`config.mk`:
```
export PLATFORM = sky130hd
export DESIGN_NAME = packed_word_buffer_flat
export DESIGN_NICKNAME = d
export VERILOG_FILES = /design/src/rtl/packed_word_buffer_if.sv /design/src/rtl/packed_word_buffer.sv /design/src/flat_wrapper.sv
export SDC_FILE = /design/constraint.sdc
export NUM_CORES = 1
export LEC_CHECK = 0
export BUFFER_PORTS_ARGS = -buffer_cell sky130_fd_sc_hd__buf_2
export CAP_MARGIN = 10
export CORE_MARGIN = 2
export CORE_UTILIZATION = 57
export DETAILED_ROUTE_END_ITERATION = 12
export MAX_ROUTING_LAYER = met4
export PLACE_DENSITY = 0.79
export SETUP_SLACK_MARGIN = 0.3
export SKIP_CTS_REPAIR_TIMING = 1
export SYNTH_ARGS = -nofsm -noshare
export SYNTH_HDL_FRONTEND = slang
export SYNTH_SLANG_ARGS = --single-unit
```
`constraint.sdc`:
```
create_clock -name clk -period 9.99 [get_ports clk]
set_input_delay 0.4995 -clock clk [delete_from_list [all_inputs] [get_ports clk]]
set_output_delay 0.4995 -clock clk [all_outputs]
set_load 0.02 [all_outputs]
```
`src/rtl/packed_word_buffer_if.sv`:
```
// Handshake bundle between the packing decoder, the elastic word buffer and the update stage.
// The buffer uses the slave modport; the producer/consumer side uses master.
interface packed_word_buffer_if #(
  parameter int no_of_units   = 4,
  parameter int element_width = 32,
  parameter int addr_width    = 2
);
  localparam int word_width = 2 * element_width * no_of_units;

  logic [word_width-1:0] in;
  logic                  write_now;
  logic [word_width-1:0] out;
  logic                  out_valid;
  logic                  out_ready;
  logic [addr_width:0]   count;
  logic                  full;
  logic                  empty;
  logic                  overflow;
  logic [15:0]           words_accepted;

  modport master (
    output in, write_now, out_ready,
    input  out, out_valid, count, full, empty, overflow, words_accepted
  );

  modport slave (
    input  in, write_now, out_ready,
    output out, out_valid, count, full, empty, overflow, words_accepted
  );
endinterface

```
`src/rtl/packed_word_buffer.sv`:
```
// Elastic FIFO capturing each double-width packed word from the two-beat decoder
// and presenting it in order to the update stage over valid/ready.
module packed_word_buffer #(
  parameter int no_of_units   = 4,
  parameter int element_width = 32,
  parameter int depth         = 4,
  parameter int addr_width    = 2
) (
  input logic                clk,
  input logic                rst,
  packed_word_buffer_if.slave bus
);
  localparam int word_width = 2 * element_width * no_of_units;

  logic [word_width-1:0] r_mem [depth];
  logic [addr_width-1:0] r_wrPtr;
  logic [addr_width-1:0] r_rdPtr;
  logic [addr_width:0]   r_count;
  logic                  r_overflow;
  logic [15:0]           r_wordsAccepted;

  logic w_full;
  logic w_empty;
  logic w_pop;
  logic w_push;
  logic w_drop;

  // Status comes from the registered count so write_now never reaches it combinationally.
  assign w_full  = (r_count == (addr_width+1)'(depth));
  assign w_empty = (r_count == '0);
  assign w_pop   = !w_empty && bus.out_ready;
  assign w_push  = bus.write_now && (!w_full || w_pop);
  assign w_drop  = bus.write_now && w_full && !w_pop;

  always_ff @(posedge clk) begin
    if (rst) begin
      r_wrPtr         <= '0;
      r_rdPtr         <= '0;
      r_count         <= '0;
      r_overflow      <= 1'b0;
      r_wordsAccepted <= '0;
    end else begin
      if (w_push) begin
        r_wrPtr         <= r_wrPtr + 1'b1;
        r_wordsAccepted <= r_wordsAccepted + 16'd1;
      end
      if (w_pop) begin
        r_rdPtr <= r_rdPtr + 1'b1;
      end
      unique case ({w_push, w_pop})
        2'b10:   r_count <= r_count + 1'b1;
        2'b01:   r_count <= r_count - 1'b1;
        default: r_count <= r_count;
      endcase
      if (w_drop) begin
        r_overflow <= 1'b1;
      end
    end
  end

  // Storage array is deliberately left out of reset.
  always_ff @(posedge clk) begin
    if (!rst && w_push) begin
      r_mem[r_wrPtr] <= bus.in;
    end
  end

  assign bus.out            = w_empty ? '0 : r_mem[r_rdPtr];
  assign bus.out_valid      = !w_empty;
  assign bus.count          = r_count;
  assign bus.full           = w_full;
  assign bus.empty          = w_empty;
  assign bus.overflow       = r_overflow;
  assign bus.words_accepted = r_wordsAccepted;
endmodule

```
`src/flat_wrapper.sv`:
```
// flat-port wrapper written by rule: the top's interface ports become plain ports
module packed_word_buffer_flat 
#(
  parameter int no_of_units   = 4,
  parameter int element_width = 32,
  parameter int depth         = 4,
  parameter int addr_width    = 2
)
  (clk, rst, bus_in, bus_write_now, bus_out_ready, bus_out, bus_out_valid, bus_count, bus_full, bus_empty, bus_overflow, bus_words_accepted);
  packed_word_buffer_if #(.no_of_units(no_of_units), .element_width(element_width), .addr_width(addr_width)) bus_i ();
  input logic clk;
  input logic rst;
  input wire logic [$bits(bus_i.in)-1:0] bus_in;
  input wire logic [$bits(bus_i.write_now)-1:0] bus_write_now;
  input wire logic [$bits(bus_i.out_ready)-1:0] bus_out_ready;
  output wire logic [$bits(bus_i.out)-1:0] bus_out;
  output wire logic [$bits(bus_i.out_valid)-1:0] bus_out_valid;
  output wire logic [$bits(bus_i.count)-1:0] bus_count;
  output wire logic [$bits(bus_i.full)-1:0] bus_full;
  output wire logic [$bits(bus_i.empty)-1:0] bus_empty;
  output wire logic [$bits(bus_i.overflow)-1:0] bus_overflow;
  output wire logic [$bits(bus_i.words_accepted)-1:0] bus_words_accepted;
  assign bus_i.in = bus_in;
  assign bus_i.write_now = bus_write_now;
  assign bus_i.out_ready = bus_out_ready;
  assign bus_out = bus_i.out;
  assign bus_out_valid = bus_i.out_valid;
  assign bus_count = bus_i.count;
  assign bus_full = bus_i.full;
  assign bus_empty = bus_i.empty;
  assign bus_overflow = bus_i.overflow;
  assign bus_words_accepted = bus_i.words_accepted;
  packed_word_buffer #(.no_of_units(no_of_units), .element_width(element_width), .depth(depth), .addr_width(addr_width)) u_core (.clk(clk), .rst(rst), .bus(bus_i));
endmodule
```
==> flow_metrics.env <==
export IMPL_drc=0
export IMPL_fillers=4265
export IMPL_wl_per_cell_um=25.0
export IMPL_die_area_um2=72000
export IMPL_via_per_inst=5.81
export IMPL_initial_core_util=0.578
export IMPL_htree_levels=3
export IMPL_fp_dieW_um=268
export IMPL_clockBufferDepth=3
export IMPL_drt_first_pass_iters=7
export IMPL_worst_slack_ns=5.81
export IMPL_placementRows=96
export IMPL_setup_viol=0
export IMPL_status="finished clean"
export IMPL_globalplace_congestion=0.854
export IMPL_cts_inserted_buffers=102
export IMPL_peakVddDrop_v=0.000245
export IMPL_syn_num_nets=2046
export IMPL_die_y_um=268
export IMPL_start_kind="flip-flop"
export IMPL_syn_inst=1780
export IMPL_grt_max_degree=146
export IMPL_yosysSeqAreaShare=0.785
export IMPL_area_growth_pct=17.7
export IMPL_rsz0062_at_grt="no"
export IMPL_synthesis_area_um2=39800
export IMPL_drtIter0Drc=1827
export IMPL_drive_gt1_frac=0.398
export IMPL_hold_violations=0
export IMPL_grt_antenna_before_repair=46
export IMPL_finClkSkew_ns=0.0313
export IMPL_pin_count=539
export IMPL_worst_slew_pin_slew_ns=1.30
export IMPL_clk_latency_ns=0.66
export IMPL_critPathKind="reg -> out"
export IMPL_drtAntennaViolNets=0
export IMPL_clk_pin_slew_ns=0.06
export IMPL_grt_overflow_total=0
export IMPL_crit_fanout=113
export IMPL_cts_tree="yes"
export IMPL_maxCapViolCount=0
export IMPL_cts_root_buffer="clkbuf_16"
export IMPL_tns_ns=0
export IMPL_grt_pass1_wl_um=125000
export IMPL_io_buffer_count=538
export IMPL_ys_ff_latch=1050
export IMPL_drv_slew=0
export IMPL_nets=2610
export IMPL_routed_wl_um=85200
export IMPL_yosysWarnings=0
export IMPL_yosysUniqueCellTypes=43
export IMPL_async_flop_share=0
export IMPL_core_area_um2=68900
export IMPL_relSlewSlack=0.131
export IMPL_grt_pass1_vias=20400
export IMPL_cts_sinks=1050
export IMPL_p_leak_nw=16.0
export IMPL_power_density_nw_per_um2=216
export IMPL_synth_edff_count=1024
export IMPL_cp_required_ns=9.49
export IMPL_num_vias=19800
export IMPL_min_path_type="in -> reg"
export IMPL_dpl_hpwl_um=49500
export IMPL_synthFlopType="edfxtp_1"
export IMPL_dp_slack_ns=6.33
export IMPL_postSynthAreaPerCell_um2=22.4
export IMPL_grt_use_total=0.241
export IMPL_end_kind="output port"
export IMPL_fmax_ghz=0.239
export IMPL_fin_crit_sh=0.419
export IMPL_fin_crit_ns=4.18
export IMPL_cp_data_arrival_time_ns=3.68
-- final timing paths --
check | start | to | slack, ns | cells after the start
hold / removal | bus_in[37] | u_core.r_mem[0][37] | 0.05 | 1
hold reg to reg | u_core.bus.overflow | u_core.bus.overflow | 0.49 | 2
setup / recovery | flip-flop | bus_out[193] | 5.81 | 5
setup reg to reg | u_core.bus.count[1] | u_core.r_mem[0][94] | 6.41 | 6
-- stage by stage --
stage	hold WS (ns)	power (W)	utilization	std cells	area, um^2
floorplan	0.485	0.00604	-	1780	39800
global placement	0.445	0.00648	0.631	3171	43500
detailed placement	0.468	0.00651	0.631	3171	43500
CTS	-0.00350	0.0102	0.679	3359	46800
global route	0.00135	0.0104	0.680	3404	46900
finish	0.0459	0.0101	0.680	3404	46900
-- per-layer routing --
metal | vias to the layer above | global-route usage | part of all wire
met4 | 0 | 0.0988 | 0.037
met2 | 817 | 0.384 | 0.51
met5 | - | - | 0
met1 | 10300 | 0.291 | 0.37
li1 | 8443 | - | -
met3 | 187 | 0.0728 | 0.082
-- registers in the layout (all words and copies together) (netlist names), named ones only --
| register | flops |
|---|---|
| u_core.r_mem | 1024 |
| u_core.bus.words_accepted | 16 |
| u_core.bus.count | 3 |
| u_core.r_rdPtr | 2 |
| u_core.r_wrPtr | 2 |
| u_core.bus.overflow | 1 |
-- cell type report --
class	instances	area [um^2]	share of cell area
flip-flops and latches	1050	31300	0.667
multi-input cells	628	8160	0.174
repair buffers	554	2900	0.0618
clock buffers	124	2640	0.0562
well taps	931	1160	0.0248
clock inverters	64	618	0.0132
diodes	45	113	0.00240
inverters	8	30.0	0.000640
-- where the power goes --
| group | internal (W) | switching (W) |
|---|---|---|
| registers | 0.00498 | 0.0000417 |
| logic | 0.000549 | 0.000837 |
| clock network | 0.00210 | 0.00160 |
| total | 0.00763 | 0.00248 |
-- worst max-delay path: stages, from the launching register on --
cell and delay, ns:
dfxtp_4 0.35, buf_12 0.69, buf_4 0.91, mux4_2 0.62, and2_1 0.18, buf_2 0.16
-- cell usage after synthesis, types with 2 or more instances --
cell type	n	area (um^2)
mux2i_1	2	20.0
edfxtp_1	1024	30700
ha_1	5	62.6
clkbuf_1	55	206
dfxtp_1	26	521
or3_1	3	18.8
buf_2	27	135
nand2_1	8	30.0
nand3b_1	2	15.0
buf_4	3	22.5
nor3_1	2	10.0
nor2_1	26	97.6
a21oi_1	8	40.0
mux4_2	256	5770
nand3_1	5	25.0
or4_1	2	15.0
a31oi_1	2	12.5
buf_1	9	33.8
nand2b_1	4	25.0
o21ai_0	2	10.0
o31ai_1	2	15.0
nor4_1	2	12.5
nand4_1	3	18.8
nor2b_1	3	18.8
mux2_2	3	33.8
xnor2_1	9	78.8
inv_1	8	30.0
and2_1	262	1640
xor2_1	3	26.3
-- cells by family after synthesis --
group	after synthesis	share of synthesized area
DFF	1050	0.785
and+or+nand+nor	329	0.0504
muxes	261	0.146
buffers and inverters	102	0.0107
AOI/OAI and AO/OA	20	0.00323
xor gates and xnor gates	12	0.00264
adders and majority gates	6	0.00207
-- layout by cell type, fill, tap and decap left out, drive strengths merged, types with 4 or more instances in the layout --
cell type,n
buf,554
nand2b,4
xnor2,9
dfxtp,26
and2,262
nand3,5
ha,5
nand2,8
edfxtp,1024
a21oi,8
clkinv,50
diode,45
bufinv,8
inv,12
nor2,26
mux4,256
clkbuf,124
Note: power is estimated with default switching activity, not from simulation.
